**config.mk**
```make
export PLATFORM = sky130hd
export DESIGN_NAME = rng_arbiter
export DESIGN_NICKNAME = d
export VERILOG_FILES = /design/src/rtl/rng_arb_pkg.sv /design/src/rtl/rr_priority_sel.sv /design/src/rtl/rng_arbiter.sv
export SDC_FILE = /design/constraint.sdc
export NUM_CORES = 1
export LEC_CHECK = 0
export ABC_CLOCK_PERIOD_IN_PS = 2200
export CAP_MARGIN = 20
export CORE_MARGIN = 2
export CORE_UTILIZATION = 30
export CTS_CLUSTER_DIAMETER = 50
export DETAILED_ROUTE_END_ITERATION = 16
export GPL_ROUTABILITY_DRIVEN = 0
export PLACE_DENSITY = 0.58
export SYNTH_ARGS = -nofsm -noshare
export SYNTH_HDL_FRONTEND = slang
export SYNTH_HIERARCHICAL = 1
export SYNTH_SLANG_ARGS = --single-unit
```
**constraint.sdc**
```tcl
create_clock -name clk -period 2.2 [get_ports clk]
set_clock_uncertainty 0.1 [all_clocks]
set_input_delay 0.33 -clock clk [delete_from_list [all_inputs] [get_ports clk]]
set_output_delay 0.33 -clock clk [all_outputs]
set_load 0.02 [all_outputs]
```
**src/rtl/rng_arb_pkg.sv**
```systemverilog
// rng_arb_pkg: shared state encoding, repeat limit and round-robin pick helper
// for rng_arbiter.
package rng_arb_pkg;

    typedef enum logic [2:0] {
        ST_IDLE    = 3'd0,
        ST_START   = 3'd1,
        ST_WAIT    = 3'd2,
        ST_DELIVER = 3'd3,
        ST_RECOVER = 3'd4
    } rng_arb_state_t;

    localparam int RNG_ARB_MAX_REPEAT = 3;

    // Returns {found, idx}: first set request searching upward from last_gnt+1 with wrap over n.
    function automatic logic [3:0] rr_pick(input logic [7:0] req, input logic [2:0] last_gnt, input int n = 8);
        logic [3:0] r;
        logic [3:0] j;
        r = '0;
        for (int k = 1; k <= 8; k++) begin
            j = {1'b0, last_gnt} + 4'(k);
            if (j >= 4'(n))
                j = j - 4'(n);
            if (k <= n && !r[3] && req[j[2:0]])
                r = {1'b1, j[2:0]};
        end
        return r;
    endfunction

endpackage

```
**src/rtl/rr_priority_sel.sv**
```systemverilog
// rr_priority_sel: combinational round-robin selector returning the next
// requester index after i_last and whether any request is pending.
module rr_priority_sel
    import rng_arb_pkg::*;
#(
    parameter int N  = 4,
    parameter int IW = 2
) (
    input  logic [N-1:0]  i_req,
    input  logic [IW-1:0] i_last,
    output logic [IW-1:0] o_idx,
    output logic          o_found
);

    logic [3:0] w_pick;

    assign w_pick  = rr_pick(8'(i_req), 3'(i_last), N);
    assign o_idx   = IW'(w_pick[2:0]);
    assign o_found = w_pick[3];

endmodule

```
**src/rtl/rng_arbiter.sv**
```systemverilog
// rng_arbiter: round-robin sharing of one rng byte accumulator with watchdog recovery.
// Define RNG_ARB_REPEAT_CHECK_EN to reject consecutive identical results.
module rng_arbiter
    import rng_arb_pkg::*;
#(
    parameter int NUM_REQ        = 4,
    parameter int BYTES          = 8,
    parameter int TIMEOUT_CYCLES = 64
) (
    input  logic                 clk,
    input  logic                 rst_n,
    input  logic [NUM_REQ-1:0]   req,
    output logic [NUM_REQ-1:0]   ack,
    output logic [8*BYTES-1:0]   rsp_data,
    output logic                 rsp_err,
    output logic                 busy,
    output logic                 rng_start,
    output logic                 rng_rst,
    input  logic [8*BYTES-1:0]   rng_result,
    input  logic                 rng_valid
);

    localparam int IW = (NUM_REQ > 1) ? $clog2(NUM_REQ) : 1;
    localparam int WW = $clog2(TIMEOUT_CYCLES);

    rng_arb_state_t     r_state;
    logic [IW-1:0]      r_gnt;
    logic [IW-1:0]      r_last;
    logic [WW-1:0]      r_wdog;
    logic [8*BYTES-1:0] r_result;
    logic [IW-1:0]      w_idx;
    logic               w_found;
`ifdef RNG_ARB_REPEAT_CHECK_EN
    logic [8*BYTES-1:0] r_prev;
    logic               r_prev_valid;
    logic [1:0]         r_rep;
`endif

    rr_priority_sel #(.N(NUM_REQ), .IW(IW)) u_sel (
        .i_req   (req),
        .i_last  (r_last),
        .o_idx   (w_idx),
        .o_found (w_found)
    );

    assign busy = (r_state != ST_IDLE);

    always_ff @(posedge clk or negedge rst_n) begin
        if (!rst_n) begin
            r_state   <= ST_IDLE;
            r_gnt     <= '0;
            r_last    <= IW'(NUM_REQ - 1);
            r_wdog    <= '0;
            r_result  <= '0;
            ack       <= '0;
            rsp_data  <= '0;
            rsp_err   <= 1'b0;
            rng_start <= 1'b0;
            rng_rst   <= 1'b0;
`ifdef RNG_ARB_REPEAT_CHECK_EN
            r_prev       <= '0;
            r_prev_valid <= 1'b0;
            r_rep        <= '0;
`endif
        end else begin
            ack       <= '0;
            rng_start <= 1'b0;
            rng_rst   <= 1'b0;
            case (r_state)
                ST_IDLE: if (w_found) begin
                    r_gnt     <= w_idx;
                    rng_start <= 1'b1;
                    r_state   <= ST_START;
`ifdef RNG_ARB_REPEAT_CHECK_EN
                    r_rep     <= '0;
`endif
                end
                ST_START: begin
                    r_wdog  <= '0;
                    r_state <= ST_WAIT;
                end
                ST_WAIT: if (rng_valid) begin
`ifdef RNG_ARB_REPEAT_CHECK_EN
                    // A stuck generator repeats itself; retry, then give up on the third repeat.
                    if (r_prev_valid && rng_result == r_prev) begin
                        if (r_rep == 2'(RNG_ARB_MAX_REPEAT - 1))
                            r_state <= ST_RECOVER;
                        else begin
                            r_rep     <= r_rep + 2'd1;
                            rng_start <= 1'b1;
                            r_state   <= ST_START;
                        end
                    end else begin
                        r_result <= rng_result;
                        r_state  <= ST_DELIVER;
                    end
`else
                    r_result <= rng_result;
                    r_state  <= ST_DELIVER;
`endif
                end else if (r_wdog == WW'(TIMEOUT_CYCLES - 1))
                    r_state <= ST_RECOVER;
                else
                    r_wdog <= r_wdog + 1'b1;
                ST_DELIVER: begin
                    if (req[r_gnt]) begin
                        ack[r_gnt] <= 1'b1;
                        rsp_data   <= r_result;
                        rsp_err    <= 1'b0;
`ifdef RNG_ARB_REPEAT_CHECK_EN
                        r_prev       <= r_result;
                        r_prev_valid <= 1'b1;
`endif
                    end
                    r_last  <= r_gnt;
                    r_state <= ST_IDLE;
                end
                ST_RECOVER: begin
                    rng_rst    <= 1'b1;
                    ack[r_gnt] <= 1'b1;
                    rsp_err    <= 1'b1;
                    rsp_data   <= '0;
                    r_last     <= r_gnt;
                    r_state    <= ST_IDLE;
`ifdef RNG_ARB_REPEAT_CHECK_EN
                    r_prev_valid <= 1'b0;
`endif
                end
                default: r_state <= ST_IDLE;
            endcase
        end
    end

endmodule

```
Word level (Yosys, flattened, before mapping) --
Index checks and enable logic that the tools add are counted.
Operators by class: equal/unequal tests 10, $add $sub $neg 9, reduce and logical (&&, ||, !) cells 17, $lt $le $gt $ge 10, multiplexer cells 36
Operators with widths (number):
- 64-bit one-hot mux with 2 select lines | 1
- 64-bit two-way mux | 1
- 3-bit two-way mux | 7
- 4-bit two-way mux | 5
- 4-bit by 3-bit >= comparator with 1-bit output, second input constant | 4
- 3-bit by 4-bit less-than comparator with 1-bit output, second input constant | 4
- 1-bit binary-select mux with 3-bit select | 4
- 6-bit two-way mux | 2
- 6-bit one-hot mux with 2 select lines | 1
- 3-bit subtractor, second input constant | 4
- 1-bit two-way mux | 10
- 3-bit one-hot mux with 3 select lines | 1
- 4-bit one-hot mux with 2 select lines | 1
- 2-bit AND reduction | 4
- 2-bit by 2-bit adder with 3-bit output, second input constant | 2
- 6-bit by 1-bit adder with 6-bit output, second input constant | 1
- 3-bit by 2-bit == test with 1-bit output, second input constant | 2
- 6-bit == test, second input constant | 1
- 2-bit inequality test, second input constant | 3
- 2-bit by 3-bit adder with 4-bit output, second input constant | 1
- 1-bit logical AND | 4
- 2-bit nonzero test | 2
- 2-bit by 1-bit adder with 3-bit output, second input constant | 1
- 3-bit by 1-bit == test with 1-bit output, second input constant | 1
- other kinds (13) | 15
Storage, ports and cells: bits of input ports 71, bits in registers 148

Logic depth before layout (Yosys ltp) --
word-level depth 17, depth in mapped cells 10

Cells and area by module --
Netlist, hierarchy kept.
Modules (own cells, without submodules):
- rng_arbiter | instances 1, cells an instance 516, area each 5970.7 um^2
- rr_priority_sel | instances 1, cells an instance 30, area each 262.8 um^2

Worst setup path after synthesis --
No wires, ideal clock.
path type reg-to-reg, from register r_last[0], to register r_gnt[0], buffers on the path 1, cell stages (with the launch flop) 10, period minus slack after synthesis 2283 ps, setup slack -83 ps, required time 1975 ps, data arrival time 2058 ps, path through dfstp_2 -> buf_6 -> inv_1 -> ha_1 -> mux4_2 -> nor2_1 -> nand3b_1 -> inv_1 -> nor2_1 -> mux2_2
On the way: cells in the longest elaborated chain, start to end 16, elaborated cells on any way between the ends 35, those cells by class 8 x add/sub; 4 x order compare; 16 x mux; 7 x reduce/logical
Ends and longest elaborated chain:
- from (decl) | line rng_arbiter.sv:28 | logic [IW-1:0] r_last;
- from (signal assigned) | line rng_arbiter.sv:52 | r_last <= IW'(NUM_REQ - 1);
- from (signal assigned) | line rng_arbiter.sv:115 | r_last <= r_gnt;
- from (signal assigned) | line rng_arbiter.sv:123 | r_last <= r_gnt;
- 2-bit by 1-bit adder with 3-bit output | line rng_arb_pkg.sv:21 | j = {1'b0, last_gnt} + 4'(k);
- 4-bit by 3-bit >= comparator with 1-bit output / 3-bit subtractor (equally long branches) | line rng_arb_pkg.sv:22, rng_arb_pkg.sv:23
- 3-bit two-way mux | line rng_arb_pkg.sv:22 | if (j >= 4'(n))
- 1-bit binary-select mux with 3-bit select | line rng_arb_pkg.sv:24 | if (k <= n && !r[3] && req[j[2:0]])
- 1-bit two-way mux (implied by the code) | line rng_arb_pkg.sv:24
- 4-bit two-way mux | line rng_arb_pkg.sv:24
- 1-bit zero test | line rng_arb_pkg.sv:24
- 1-bit logical AND | line rng_arb_pkg.sv:24
- 4-bit two-way mux | line rng_arb_pkg.sv:24
- 1-bit zero test | line rng_arb_pkg.sv:24
- 1-bit logical AND | line rng_arb_pkg.sv:24
- 4-bit two-way mux | line rng_arb_pkg.sv:24
- 1-bit zero test | line rng_arb_pkg.sv:24
- 1-bit logical AND | line rng_arb_pkg.sv:24
- 4-bit two-way mux (*) | line rng_arb_pkg.sv:24
- net w_found | line rng_arbiter.sv:32 | logic w_found;
- 2-bit AND reduction (no source line) (*)
- to (signal assigned) | line rng_arbiter.sv:71 | r_gnt <= w_idx;
- to (decl) | line rng_arbiter.sv:27 | logic [IW-1:0] r_gnt;
Mark *: on every way through the listed nets, which the timed path passes. The rest lies on a longest branch. The select of a mux whose other input is x is not followed. A chain may end at the register's enable or synchronous reset.

Final worst setup path --
Ends and elaborated chain as after synthesis.

==> impl_metrics.py <==
metrics = {
    "yosys": {
        "ys.flop_type": "dfrtp_1",
        "synth.most_common_cell": "dfrtp_1",
        "ys_ff_latch": 148,
        "synth_top_cells_by_area": "dfrtp_1, mux2_2, o21ai_0",
        "yosysUniqueCellTypes": 43,
        "synthTopCellsByCount": "dfrtp_1, o21ai_0, nand2_1, mux2_2, clkbuf_1",
        "syn_inst": 546,
        "synth_top_area_cell": "dfrtp_1",
        "async_reset_ff_frac": 1.00,
        "synth_fp_nets": 619,
        "synth-edff-count": 0,
        "avgSynthCellArea_um2": 11.4,
        "ys_seq_area_frac": 0.595,
        "netlist.area_leader.share": 0.586,
        "syn-cell-area_um2": 6230,
        "yosysWarnings": 6,
    },
    "setup_path": {
        "crit_path_end_kind": "register",
        "crit_fanout": 4,
        "cp_data_required_time_ps": 2400,
        "slowest_stage": "dfstp_2",
        "cp_top_family": "flip-flops",
        "max_stage_delay_ps": 560,
        "path_common_cell": "inv_1",
        "critPathLaunchType": "register",
        "path_class": "reg -> reg",
        "critPathBufInv": 2,
        "cp.arrival_ps": 2340,
        "crit_chain": "inv_1 > ha_4 > or2_2 > a2bb2oi_1 > nand3b_1 > inv_1 > nor2_2 > mux2_2",
    },
    "place": {
        "dp_hpwl_um": 11000,
        "io_buffers": 142,
    },
    "die": {
        "dieArea_um2": 21900,
        "io_pins": 143,
        "start_util": 0.307,
        "coreArea_um2": 20300,
        "die_height_um": 148,
        "die_w_um": 148,
        "rows": 52,
    },
    "power": {
        "vdd_drop_max_v": 0.000699,
        "power.leakage_nw": 3.71,
        "cellPowerDensity_nw_per_um2": 1480,
    },
    "routing": {
        "first_pass_iters": 4,
        "ant_nets": 0,
        "drt_wl_total_um": 16200,
        "drcViolationCount": 0,
        "drtIter0Drc": 277,
        "wl_per_cell_um": 16.5,
        "vias_per_cell": 4.87,
        "vias": 4784,
    },
    "sta": {
        "fin_setup_tns_ps": 0,
        "slew_viol_final": 0,
        "setup_viol": 0,
        "hold_ws_ps": 335,
        "hold_viol_final": 0,
        "clock.fmax_ghz": 0.467,
        "max-slew-margin-rel": 0.671,
        "fin_crit_sh": 0.973,
        "rsz0062_at_grt": "false",
        "worstMarginPinSlew_ps": 493,
        "period_minus_slack_ps": 2140,
    },
    "final_layout": {
        "area_growth_syn_to_layout_pct": 40.9,
        "layout-drive-gt1-share": 0.202,
        "finalNetCount": 774,
        "antenna_cells": 0,
    },
    "clock_tree": {
        "cts-buffers-inserted": 17,
        "cts-root-buf": "clkbuf_16",
        "clock_sinks": 148,
        "cts_tree": "done",
        "clk_pin_slew_ps": 60,
        "worstSkewPairLatency_ps": 410,
        "h-tree-depth": 4,
        "cts.path.max_buffers": 2,
    },
    "grt": {
        "grt_max_degree": 50,
        "antenna_found_initial": 0,
        "grt_use_total": 0.154,
        "grt-ovfl-total": 0,
        "grt_pass1_vias": 5091,
        "grt_pass1_wl_um": 26800,
    },
    "status": {
        "status": "finished, final reports clean",
    },
    "run": {
        "maxCapViolCount": 0,
    },
    "hold_path": {
        "min_path_type": "in -> async",
    },
}
## per-stage QoR
stage	std cells	setup WS [ps]	total power [W]	util	area (um2)
final	983	60.2	0.0130	0.433	8790
after CTS	982	63.8	0.0131	0.432	8780
after detailed placement	949	-100	0.0100	0.402	8150
after global routing	983	0.807	0.0138	0.433	8790
after floorplan	546	9.70	0.00768	-	6250
after global placement	949	-18.3	0.00984	0.402	8150
## layer usage
layer / global-route usage / vias to the layer above / wire [um]
met4: 0.0500 / 0 / 406
met1: 0.190 / 2407 / 6980
met5: 0 / - / 0
met2: 0.257 / 122 / 7960
li1: - / 2226 / -
met3: 0.0475 / 29 / 891
## sequential cells by signal, indices dropped and copies added, names as in the netlist
| register | cells |
|---|---|
| ack | 4 |
| r_gnt | 2 |
| r_last | 2 |
| r_result | 64 |
| r_state | 3 |
| r_wdog | 6 |
| rng_rst | 1 |
| rng_start | 1 |
| rsp_data | 64 |
| rsp_err | 1 |
## worst paths after layout
| path | start | end | cells past startpoint | slack, ps |
|---|---|---|---|---|
| worst max-delay path | r_last[0] | r_gnt[0] | 8 | 60 |
| worst min-delay path | rst_n | rsp_data[43] | 2 | 340 |
| worst max register to register | r_last[0] | r_gnt[0] | 8 | 60 |
| worst min register to register | r_result[11] | r_result[11] | 1 | 380 |
| max in group asynchronous | rst_n | r_last[0] | 3 | 990 |
| min in group clk | r_result[11] | r_result[11] | 1 | 380 |
## cells in the final DEF, fill, tap and decap left out, types with 4 or more instances in the layout
master / netlist / layout
clkdlybuf4s50_1: 0 / 140
mux2_2: 61 / 61
o21ai_0: 130 / 129
a21oi_1: 4 / 4
mux2_1: 5 / 5
clkbuf_16: 0 / 17
buf_4: 1 / 24
dfrtp_1: 146 / 146
o22ai_1: 4 / 4
nor2_1: 12 / 10
clkinvlp_4: 0 / 6
nor3_1: 6 / 5
inv_1: 9 / 9
o2bb2ai_1: 4 / 4
o21ai_1: 5 / 6
buf_12: 0 / 9
nand2_1: 70 / 69
mux2i_1: 7 / 7
## cell type report
type / instances / area [um2]
clock buffer: 19 / 453
fill: 1888 / 11500
tap: 270 / 338
multi-input combinational: 349 / 2310
clock inverter: 12 / 154
sequential: 148 / 3710
inverter: 9 / 33.8
timing repair buffer: 176 / 1790
## cells by family after synthesis
| group | synth area share |
|---|---|
| muxes | 0.141 |
| DFF | 0.595 |
| adders and majority gates | 0.00401 |
| and+or+nand+nor | 0.0785 |
| buffers and inverters | 0.0405 |
| AOI/OAI and AO/OA | 0.141 |
## timing repair
action | 4_1_cts | 5_1_grt
resized for setup | 2 | 1
endpoints found under the setup margin | 3 | 1
hold buffers | 1 | 0
pin swaps | 0 | 1
buffers inserted | 1 | 1
endpoints found under the hold margin | 46 | 0
## where the power goes
part	switching (W)	leakage, nW	total, W	internal, W
Sequential	0.000752	1.81	0.00478	0.00403
Combinational	0.00253	1.61	0.00520	0.00267
Clock	0.00115	0.280	0.00299	0.00184
(Power assumes the default switching activity.)
